### src/rtl/vend_pkg.sv
// Shared definitions for the juice vending slice: scheduler state encodings,
// panel count and the coin codes also used by the coin-acceptor FSMs.
package vend_pkg;

  localparam int unsigned NUM_PANELS = 2;

  typedef logic [NUM_PANELS-1:0] panel_t;

  typedef enum logic [1:0] {
    ST_IDLE = 2'd0,
    ST_RUN  = 2'd1,
    ST_WAIT = 2'd2,
    ST_DONE = 2'd3
  } state_e;

  localparam logic [1:0] COIN_NONE = 2'd0;
  localparam logic [1:0] COIN_10   = 2'd1;
  localparam logic [1:0] COIN_20   = 2'd2;
  localparam logic [1:0] COIN_50   = 2'd3;

endpackage

### src/rtl/vend_rr_arb.sv
// Two-input round-robin arbiter: a lone request wins outright, a tie goes
// to the panel named by rr.
module vend_rr_arb
  import vend_pkg::*;
(
  input  logic [1:0] req,
  input  logic       rr,
  output logic [1:0] grant,
  output logic       idx
);

  always_comb begin
    grant = '0;
    idx   = 1'b0;
    unique case (req)
      2'b01: idx = 1'b0;
      2'b10: idx = 1'b1;
      2'b11: idx = rr;
      default: idx = 1'b0;
    endcase
    if (req != '0) grant[idx] = 1'b1;
  end

endmodule

### src/rtl/vend_dispense_sched.sv
// Shared-dispenser scheduler: arbitrates panel requests, times the motor,
// waits for the cup drop, tracks stock and answers each panel with served/refund.
module vend_dispense_sched
  import vend_pkg::*;
#(
  parameter int unsigned DISP_CYCLES = 8,
  parameter int unsigned TIMEOUT     = 32,
  parameter int unsigned STOCK_W     = 4,
  parameter int unsigned STOCK_INIT  = 15
) (
  input  logic               clk,
  input  logic               rst,
  input  logic [1:0]         vend_req,
  input  logic               refill,
  input  logic               drop_sense,
  output logic               motor_on,
  output logic [1:0]         served,
  output logic [1:0]         refund,
  output logic               busy,
  output logic [STOCK_W-1:0] stock,
  output logic               fault
);

  localparam int unsigned CNT_MAX = (DISP_CYCLES > TIMEOUT) ? DISP_CYCLES : TIMEOUT;
  localparam int unsigned CNT_W   = $clog2(CNT_MAX + 1);

  state_e             state_q, state_d;
  panel_t             pending_q, pending_d;
  logic               rr_q, rr_d;
  logic               g_q, g_d;
  logic [CNT_W-1:0]   cnt_q, cnt_d;
  logic               dropped_q, dropped_d;
  logic               motor_on_q, motor_on_d;
  logic [1:0]         served_q, served_d;
  logic [1:0]         refund_q, refund_d;
  logic [STOCK_W-1:0] stock_q, stock_d;
  logic               fault_q, fault_d;

  panel_t             pend_clr;
  panel_t             pend_kept;
  logic [1:0]         arb_grant;
  logic               arb_idx;

  vend_rr_arb u_arb (
    .req   (pending_q),
    .rr    (rr_q),
    .grant (arb_grant),
    .idx   (arb_idx)
  );

  always_comb begin
    state_d   = state_q;
    rr_d      = rr_q;
    g_d       = g_q;
    cnt_d     = cnt_q;
    dropped_d = dropped_q;
    stock_d   = stock_q;
    fault_d   = fault_q;
    served_d  = '0;
    refund_d  = '0;
    pend_clr  = '0;

    unique case (state_q)
      ST_IDLE: begin
        if (fault_q || stock_q == '0) begin
          refund_d = pending_q;
          pend_clr = pending_q;
        end else if (arb_grant != '0) begin
          g_d       = arb_idx;
          rr_d      = ~arb_idx;
          cnt_d     = '0;
          dropped_d = 1'b0;
          state_d   = ST_RUN;
        end
      end
      ST_RUN: begin
        if (drop_sense) dropped_d = 1'b1;
        if (cnt_q == CNT_W'(DISP_CYCLES - 1)) begin
          cnt_d   = '0;
          state_d = (dropped_q || drop_sense) ? ST_DONE : ST_WAIT;
        end else begin
          cnt_d = cnt_q + CNT_W'(1);
        end
      end
      ST_WAIT: begin
        if (drop_sense) begin
          state_d = ST_DONE;
        end else if (cnt_q == CNT_W'(TIMEOUT - 1)) begin
          fault_d       = 1'b1;
          refund_d[g_q] = 1'b1;
          pend_clr[g_q] = 1'b1;
          state_d       = ST_IDLE;
        end else begin
          cnt_d = cnt_q + CNT_W'(1);
        end
      end
      ST_DONE: begin
        served_d[g_q] = 1'b1;
        pend_clr[g_q] = 1'b1;
        stock_d       = stock_q - STOCK_W'(1);
        state_d       = ST_IDLE;
      end
      default: state_d = ST_IDLE;
    endcase

    // A slot freed on this edge accepts a new request rather than refunding it,
    // so served/refund for one panel can never pulse together.
    pend_kept = pending_q & ~pend_clr;
    refund_d  = refund_d | (vend_req & pend_kept);
    pending_d = pend_kept | vend_req;

    if (refill) begin
      stock_d = STOCK_W'(STOCK_INIT);
      fault_d = 1'b0;
    end

    motor_on_d = (state_d == ST_RUN);
  end

  always_ff @(posedge clk) begin
    if (rst) begin
      state_q    <= ST_IDLE;
      pending_q  <= '0;
      rr_q       <= 1'b0;
      g_q        <= 1'b0;
      cnt_q      <= '0;
      dropped_q  <= 1'b0;
      motor_on_q <= 1'b0;
      served_q   <= '0;
      refund_q   <= '0;
      stock_q    <= STOCK_W'(STOCK_INIT);
      fault_q    <= 1'b0;
    end else begin
      state_q    <= state_d;
      pending_q  <= pending_d;
      rr_q       <= rr_d;
      g_q        <= g_d;
      cnt_q      <= cnt_d;
      dropped_q  <= dropped_d;
      motor_on_q <= motor_on_d;
      served_q   <= served_d;
      refund_q   <= refund_d;
      stock_q    <= stock_d;
      fault_q    <= fault_d;
    end
  end

  assign motor_on = motor_on_q;
  assign served   = served_q;
  assign refund   = refund_q;
  assign busy     = (state_q != ST_IDLE);
  assign stock    = stock_q;
  assign fault    = fault_q;

endmodule
### config.mk
export PLATFORM = sky130hd
export DESIGN_NAME = vend_dispense_sched
export DESIGN_NICKNAME = d
export VERILOG_FILES = /design/src/rtl/vend_pkg.sv /design/src/rtl/vend_rr_arb.sv /design/src/rtl/vend_dispense_sched.sv
export SDC_FILE = /design/constraint.sdc
export NUM_CORES = 1
export LEC_CHECK = 0
export ABC_AREA = 1
export BUFFER_PORTS_ARGS = -buffer_cell sky130_fd_sc_hd__buf_4
export CORE_ASPECT_RATIO = 1.5
export CORE_MARGIN = 2
export CORE_UTILIZATION = 30
export CTS_CLUSTER_DIAMETER = 120
export DETAILED_ROUTE_END_ITERATION = 8
export GPL_TIMING_DRIVEN = 1
export HOLD_SLACK_MARGIN = 0.03
export SLEW_MARGIN = 15
export SYNTH_ARGS = -nofsm -noshare
export SYNTH_HDL_FRONTEND = slang
export SYNTH_SLANG_ARGS = --single-unit
### constraint.sdc
create_clock -name clk -period 1.86 [get_ports clk]
set_input_delay 0.465 -clock clk [delete_from_list [all_inputs] [get_ports clk]]
set_output_delay 0.465 -clock clk [all_outputs]
set_load 0.03 [all_outputs]
==> results.cfg, run 1 <==
[outcome]
outcome = finished, final reports clean

[synth]
yosys.area_share.simple_pct = 29.1
synth_compound_area_share_pct = 14.7
synth_fa_ha_area_share_pct = 6.33
yosysSeqAreaShare_pct = 38.8
synth_xor_area_share_pct = 2.22
synthCells = 165
syn_area_mm2 = 0.00119
synth.distinct_cells = 26
synth.area.mux_share_pct = 0
synth_seq_cells = 23
syn_nets = 177
synth_top_family_by_area = simple AND/OR/NAND/NOR gates
ys_warn_count = 0
syn_avg_cell_area_um2 = 7.19

[critical_path]
rrSetupSlack_ps = 320
end_kind = primary output
r2r-end = cnt_q[5]
worstRegToRegCells = 9
cp_max_fo = 6
cp.required_ps = 1390
critPathArrivalTime_ps = 1250
critPathKind = reg -> out
reg2reg_from = stock[0]
start_kind = flip-flop

[global_routing]
grt_util_all_layers_pct = 12.2
antenna_found_initial = 0
grt-ovfl-total = 0
grt_pass1_vias = 1079
grt_pass1_wl_um = 4430
grt_max_degree = 16

[final_layout]
area_delta_synth_final_pct = 18.7
final_common_cell = nand2_1
fin_nets = 197
diodes = 0
final_cell_mix = nand2_1 (31), dfxtp_1 (22), inv_1 (20), a21oi_1 (19), nor2_1 (17)
fillers = 437
layout-drive-gt1-share_pct = 18.5

[die]
dieArea_mm2 = 0.00448
ios = 17
die_h_um = 81.0
fp.dieW_um = 55.3
core_area_mm2 = 0.00385
rows = 28
start_util_pct = 30.8

[clock_network]
holdBufCountCts = 0
cts_sinks = 23
clockBufferDepth = 2
cts_tree = built
path_clk_slew_ps = 80
cts_max_level = 1
cts_buffers = 3
clk_latency_ps = 260
cts-root-buf = clkbuf_8
cts_setup_buffers = 0

[timing]
finalHoldViolations = 0
worstMarginPinSlew_ps = 268
setup_viol = 0
maxSlewHeadroom_pct = 82.1
finalCritPeriodShare_pct = 92.0
finClkSkew_ps = 1.87
fmax_mhz = 584
setup_tns_ps = 0
fin_crit_ps = 1710
maxSlewViolCount = 0
rsz0062_at_grt = false

[power]
p_per_area_mw_per_mm2 = 709
p_leak_nw = 0.633
swShare_pct = 27.4
p_comb_share_pct = 16.8
p_total_uw = 999
p_int_uw = 725
power_frac_clock_pct = 30.4
seqPwrFrac_pct = 52.8
vdd_drop_max_v = 0.000315
power_switching_uw = 274

[min_path]
holdPathEnd = stock[2]
min_from = refill
hold_depth = 3
holdCritPathClass = in -> reg

[run]
drv_cap = 0

[place]
portBuffers = 16
hpwl_um = 2050
place.gp.congestion = 0.785

[drt]
drt-initial-drc-count = 23
vias = 1084
ant_nets = 0
drt-wirelength-per-cell_um = 11.2
wl_um = 2560
vias_per_cell = 4.73
first_pass_iters = 4
drc = 0
==> layer usage <==
metal / routed length [um] / track usage (%)
met1: 1020 / 11.7
met2: 1420 / 25.5
met3: 56 / 1.11
met4: 56 / 5.37
met5: 0 / 0
==> power groups by stage <==
stage | registers [mW] | clock network, mW | logic [mW]
CTS | 0.526 | 0.319 | 0.168
detailed placement | 0.538 | 0 | 0.168
global placement | 0.538 | 0 | 0.168
floorplan | 0.544 | 0 | 0.110
finish | 0.527 | 0.304 | 0.168
global route | 0.530 | 0.334 | 0.189
==> cell type report <==
class                           count  area (um^2)  area share (%)
Multi-Input combinational cell    115          623            44.3
Sequential cell                    23          462            32.8
Timing Repair Buffer               16          120            8.53
Inverter                           26          101            7.20
Tap cell                           45         56.3            4.00
Clock buffer                        4         45.0            3.20
==> timing repair <==
item / in CTS / in global routing
setup endpoints to repair: 0 / 1
gates resized for setup: 0 / 2
endpoints found under the hold margin: 0 / 0
==> worst max path at each step <==
| stage | from | end | slack, ps | cells past startpoint |
|---|---|---|---|---|
| 6_report | state_q[1] | busy | 150 | 4 |
| 2_1_floorplan | stock[0] | cnt_q[0] | 250 | 10 |
| 3_3_place_gp | state_q[0] | cnt_q[3] | 320 | 9 |
| 4_1_cts | state_q[0] | busy | 30 | 4 |
| 3_5_place_dp | state_q[0] | busy | 320 | 4 |
| 5_1_grt | state_q[1] | busy | 50 | 4 |
==> Yosys cell counts (all sizes together) <==
library cell | instances | area, um^2
nand2 | 33 | 134
inv | 25 | 96.3
dfxtp | 23 | 460
a21oi | 20 | 104
nand3 | 18 | 100
nor2 | 18 | 75.1
o21ai | 9 | 56.3
ha | 6 | 75.1
nand4 | 4 | 25.0
xor2 | 2 | 17.5
a211oi | 1 | 7.51
clkbuf | 1 | 3.75
clkinv | 1 | 5.00
nor3 | 1 | 5.00
o22ai | 1 | 6.26
or2 | 1 | 6.26
xnor2 | 1 | 8.76
==> state kept, by name, indices dropped and copies added, names as in the netlist <==
signal     cells
stock          4
rr_q           1
state_q        2
g_q            1
pending_q      2
refund         2
fault          1
dropped_q      1
motor_on       1
served         2
cnt_q          6
==> metrics by stage <==
stage / worst slack, ps / util, % / instance area [um^2] / hold WS (ps) / instances
final: 149 / 36.5 / 1410 / 414 / 229
after global routing: 48.9 / 36.5 / 1410 / 421 / 229
after CTS: 33.1 / 36.4 / 1400 / 408 / 229
after detailed placement: 324 / 35.3 / 1360 / 468 / 225
after global placement: 323 / 35.3 / 1360 / 458 / 225
after floorplan: 247 / - / 1190 / 438 / 165
==> critical path, stage by stage, from the launching register on <==
cell and delay [ps]:
dfxtp_1 390, inv_1 90, ha_2 230, inv_1 110, buf_4 170
==> logic make-up after synthesis <==
family,Yosys count
adder cells (fa/ha/maj),6
buffers and inverters,27
flip-flops,23
AO/OA/AOI/OAI,31
AND/OR/NAND/NOR,75
XOR/XNOR,3
No activity file was read; power rests on OpenSTA's default activity.
==> run 2, diff against run 1 <==
--- a/config.mk
+++ b/config.mk
@@ -6,14 +6,15 @@
 export NUM_CORES = 1
 export LEC_CHECK = 0
 export ABC_AREA = 1
-export BUFFER_PORTS_ARGS = -buffer_cell sky130_fd_sc_hd__buf_4
 export CORE_ASPECT_RATIO = 1.5
 export CORE_MARGIN = 2
 export CORE_UTILIZATION = 30
 export CTS_CLUSTER_DIAMETER = 120
 export DETAILED_ROUTE_END_ITERATION = 8
+export DONT_BUFFER_PORTS = 1
 export GPL_TIMING_DRIVEN = 1
 export HOLD_SLACK_MARGIN = 0.03
+export REMOVE_ABC_BUFFERS = 1
 export SLEW_MARGIN = 15
 export SYNTH_ARGS = -nofsm -noshare
 export SYNTH_HDL_FRONTEND = slang
==> results.cfg, run 2 (synthesis results as in run 1) <==
[clock_network]
cts-root-buf = clkbuf_8
cts_tree = built
cts_max_level = 1
ctsResizeCount = 0
clk_latency_ps = 260
cts_sinks = 23
cts_buffers = 3
clockBufferDepth = 2
cts_setup_buffers = 0
holdBufCountCts = 0
path_clk_slew_ps = 80

[final_layout]
diodes = 0
final_common_cell = nand2_1
largest_reg_flops = 6
layout-drive-gt1-share_pct = 12.7
fin_nets = 186
regMostFlops = cnt_q
final_cell_mix = nand2_1 (31), dfxtp_1 (23), inv_1 (20), a21oi_1 (19), nor2_1 (17)
area_delta_synth_final_pct = 11.6

[drt]
wl_um = 2490
drt-initial-drc-count = 33
drt-wirelength-per-cell_um = 11.4
vias_per_cell = 4.73
first_pass_iters = 5
drc = 0
vias = 1031
ant_nets = 0

[power]
p_int_uw = 712
p_leak_nw = 0.577
swShare_pct = 27.6
p_per_area_mw_per_mm2 = 743
power_switching_uw = 271
vdd_drop_max_v = 0.000397
power_frac_clock_pct = 31.6
p_total_uw = 983
p_comb_share_pct = 13.8
seqPwrFrac_pct = 54.6

[die]
core_area_mm2 = 0.00385
ios = 17
die_h_um = 81.0
dieArea_mm2 = 0.00448
rows = 28
start_util_pct = 30.8
fp.dieW_um = 55.3

[critical_path]
cpMaxStageDelayCell = dfxtp_1
crit_chain = inv_1 -> ha_2 -> inv_1 -> buf_4
cp.required_ps = 1390
critPathArrivalTime_ps = 1280
max_stage_delay_ps = 420
cp_max_fo = 6
end_kind = primary output
reg2reg_from = state_q[0]
critPathKind = reg -> out
start_kind = flip-flop
cp_top_family = flip-flops
crit_start = state_q[0]
cp_num_buf_inv = 3
crit_top_cell = inv_1

[timing]
fmax_mhz = 572
finalCritPeriodShare_pct = 93.9
finalHoldViolations = 0
fin_crit_ps = 1750
maxSlewViolCount = 0
setup_tns_ps = 0
rsz0062_at_grt = false
setup_viol = 0
finClkSkew_ps = 3.20
maxSlewHeadroom_pct = 77.1
worstMarginPinSlew_ps = 343

[place]
portBuffers = 0
place.gp.congestion = 0.837
hpwl_um = 2000

[global_routing]
grt-ovfl-total = 0
grt_pass1_vias = 970
grt_max_degree = 16
antenna_found_initial = 0
grt_pass1_wl_um = 4220
grt_util_all_layers_pct = 12.1

[run]
drv_cap = 0

[min_path]
min_from = rst
holdCritPathClass = in -> reg

[outcome]
outcome = finished, final reports clean
run 2: cell types whose count changed in the layout (fill, tap and decap cells not counted), sizes merged:
cell,previous run,this run
buf,16,5
run 2: final cells by class:
cell class | instances | area, um^2
Fill cell | 438 | 2530
Tap cell | 45 | 56.3
Sequential cell | 23 | 460
Multi-Input combinational cell | 115 | 623
Timing Repair Buffer | 5 | 37.5
Inverter | 26 | 101
Clock buffer | 4 | 45.0
run 2: power groups by stage:
stage | registers (mW) | clock network [mW] | logic (mW)
4_1_cts | 0.537 | 0.323 | 0.134
2_1_floorplan | 0.544 | 0 | 0.108
6_report | 0.537 | 0.311 | 0.135
3_3_place_gp | 0.549 | 0 | 0.134
5_1_grt | 0.541 | 0.341 | 0.153
3_5_place_dp | 0.549 | 0 | 0.133
run 2: final timing paths:
kind	cells after the start	slack (ps)	end
setup / recovery	4	110	busy
hold / removal	1	260	refund[0]
setup reg to reg	9	340	cnt_q[4]
hold reg to reg	2	470	rr_q
run 2: routing by layer:
| layer | GRT usage (%) | wire [um] | share of wire [%] | up-vias |
|---|---|---|---|---|
| li1 | - | - | - | 551 |
| met3 | 2.39 | 98 | 3.9 | 7 |
| met4 | 6.83 | 76 | 3.1 | 0 |
| met1 | 12.1 | 1010 | 41 | 455 |
| met2 | 23.1 | 1300 | 52 | 18 |
| met5 | 0 | 0 | 0 | - |
run 2: metrics by stage:
stage	util (%)	hold WS (ps)	instance area (um^2)	instances	setup slack, ps
3_3_place_gp	33.1	454	1280	214	313
4_1_cts	34.3	253	1320	218	26.8
6_report	34.4	261	1320	218	113
5_1_grt	34.4	247	1320	218	28.8
3_5_place_dp	33.1	465	1280	214	319
2_1_floorplan	-	438	1180	164	247
==> run 3, diff against run 2 <==
--- a/config.mk
+++ b/config.mk
@@ -5,7 +5,6 @@
 export SDC_FILE = /design/constraint.sdc
 export NUM_CORES = 1
 export LEC_CHECK = 0
-export ABC_AREA = 1
 export CORE_ASPECT_RATIO = 1.5
 export CORE_MARGIN = 2
 export CORE_UTILIZATION = 30
==> results.cfg, run 3 <==
[place]
hpwl_um = 2240
postPlaceCellArea_mm2 = 0.00139
place.gp.congestion = 0.863
dp.cells = 203
portBuffers = 0

[die]
core_area_mm2 = 0.00396
start_util_pct = 31.4
die_h_um = 82.8
rows = 28
dieArea_mm2 = 0.00468
ios = 17
fp.dieW_um = 56.5

[synth]
async_flop_share_pct = 0
synth_top_area_cell = dfxtp_1
synth_fa_ha_area_share_pct = 6.04
yosys.area_share.simple_pct = 21.3
synthFlopType = dfxtp_1
synthCells = 149
syn_area_mm2 = 0.00124
yosys-top-cells-area = dfxtp_1 (37%), a21oi_1 (6.4%), ha_1 (6.0%)
synth_compound_area_share_pct = 27.4
yosysMostFrequentCell = dfxtp_1
synth.top_cells.by_count = dfxtp_1 (23), a21oi_1 (16), nand2_1 (9), inv_1 (7), o21ai_0 (7)
synth.distinct_cells = 43
yosysSeqAreaShare_pct = 37.1
ys_warn_count = 0
synth.area.mux_share_pct = 0
syn_avg_cell_area_um2 = 8.34
synth_top_family_by_area = compound AO/OA/AOI/OAI gates
synth_seq_cells = 23
synth-edff-count = 0
synth_xor_area_share_pct = 1.41
yosysTopAreaCellShare_pct = 37.1

[timing]
worstMarginPinSlew_ps = 472
fin_crit_ps = 1810
maxSlewHeadroom_pct = 68.2
setup_viol = 0
maxSlewViolCount = 0
fmax_mhz = 553
finClkSkew_ps = 2.20
finalHoldViolations = 0
finalCritPeriodShare_pct = 97.2

[final_layout]
largest_reg_flops = 6
fin_cells = 209
area_delta_synth_final_pct = 21.5
regMostFlops = cnt_q
fin_nets = 177
layout-drive-gt1-share_pct = 26.2
diodes = 0
fin_area_mm2 = 0.00151
final_cell_mix = buf_4 (20), dfxtp_1 (19), a21oi_1 (16), nand2_1 (9)
final_common_cell = buf_4

[drt]
vias = 1173
ant_nets = 0
first_pass_iters = 4
drt-initial-drc-count = 34
drc = 0
wl_um = 3100
vias_per_cell = 5.61
drt-wirelength-per-cell_um = 14.8

[min_path]
holdCritPathClass = in -> reg
min_from = rst
hold_depth = 1

[clock_network]
cts_max_level = 1
clk_latency_ps = 260
cts-root-buf = clkbuf_8
holdBufCountCts = 0
cts_tree = built
cts_buffers = 3
clockBufferDepth = 2
cts_sinks = 23
path_clk_slew_ps = 80

[outcome]
outcome = finished, final reports clean

[global_routing]
grt-ovfl-total = 0
antenna_found_initial = 0
grt_util_all_layers_pct = 12.5
grt_max_degree = 22
grt_pass1_vias = 1040
grt_pass1_wl_um = 4890

[power]
vdd_drop_max_v = 0.000336
power_switching_uw = 288
p_int_uw = 744
swShare_pct = 27.9
p_leak_nw = 0.564
p_per_area_mw_per_mm2 = 684
power_frac_clock_pct = 30.1
seqPwrFrac_pct = 52.0
p_comb_share_pct = 17.9

[run]
drv_cap = 0

[critical_path]
cp_max_fo = 6
crit_start = stock[0]
end_kind = flip-flop
start_kind = flip-flop
critPathArrivalTime_ps = 2000
reg2reg_from = stock[0]
cpMaxStageDelayCell = or4_4
crit_chain = inv_1 -> ha_2 -> or3b_4 -> a31oi_4 -> buf_4 -> or4_4 -> o22ai_2
max_stage_delay_ps = 530
cp.required_ps = 2060
worstRegToRegCells = 7
critPathKind = reg -> reg
-- run 3: layout make-up --
| class | instances | area (um^2) |
|---|---|---|
| clock buffer | 4 | 45.0 |
| fill | 409 | 2450 |
| inverter | 9 | 33.8 |
| multi-input combinational | 107 | 753 |
| sequential | 23 | 465 |
| tap | 45 | 56.3 |
| timing repair buffer | 21 | 155 |
-- run 3: path summary, 6_finish.rpt --
path                                    to  slack, ps
worst max-delay path              cnt_q[3]         50
worst min-delay path            state_q[1]        260
worst min register to register    cnt_q[1]        500
worst max register to register    cnt_q[3]         50
-- run 3: cell families after synthesis --
kind of cell | Yosys count
AO/OA/AOI/OAI | 53
AND/OR/NAND/NOR | 46
flip-flops | 23
buffers and inverters | 19
adder cells (fa/ha/maj) | 6
XOR/XNOR | 2
-- run 3: metal layers --
metal / GRT usage, % / wire length, um / vias up
met5: 0 / 0 / -
met4: 4.55 / 46 / 0
met3: 2.65 / 130 / 6
met2: 20.5 / 1590 / 22
met1: 15.9 / 1330 / 567
li1: - / - / 578
-- run 3: what timing repair did --
item,4_1_cts,5_1_grt
setup buffers,0,1
endpoints found under the setup margin,0,8
resized for setup,0,16
-- run 3: power by group through the flow --
| stage | logic, mW | clock network, mW | registers [mW] |
|---|---|---|---|
| after floorplan | 0.0992 | 0 | 0.547 |
| after global placement | 0.161 | 0 | 0.546 |
| after detailed placement | 0.164 | 0 | 0.547 |
| after CTS | 0.165 | 0.321 | 0.535 |
| after global routing | 0.203 | 0.337 | 0.539 |
| final | 0.185 | 0.311 | 0.536 |
-- run 3: critical path, delay by kind of cell (launching register included) --
kind,cells,cell delay (ps)
buf+inv,2,210
flops,1,330
fa+ha+maj,1,180
simple gates,2,780
compound gates,2,240
-- run 3: stage by stage --
| stage | TNS, ps | utilization (%) | hold slack, ps | setup WS (ps) | power, mW |
|---|---|---|---|---|---|
| final | 0 | 38.1 | 259 | 52.1 | 1.03 |
| after global routing | -42.5 | 38.1 | 245 | -17.4 | 1.08 |
| after CTS | 0 | 36.3 | 254 | 9.65 | 1.02 |
| after detailed placement | 0 | 35.1 | 485 | 42.6 | 0.711 |
| after global placement | 0 | 35.1 | 474 | 83.9 | 0.707 |
| after floorplan | -480 | - | 461 | -130 | 0.646 |
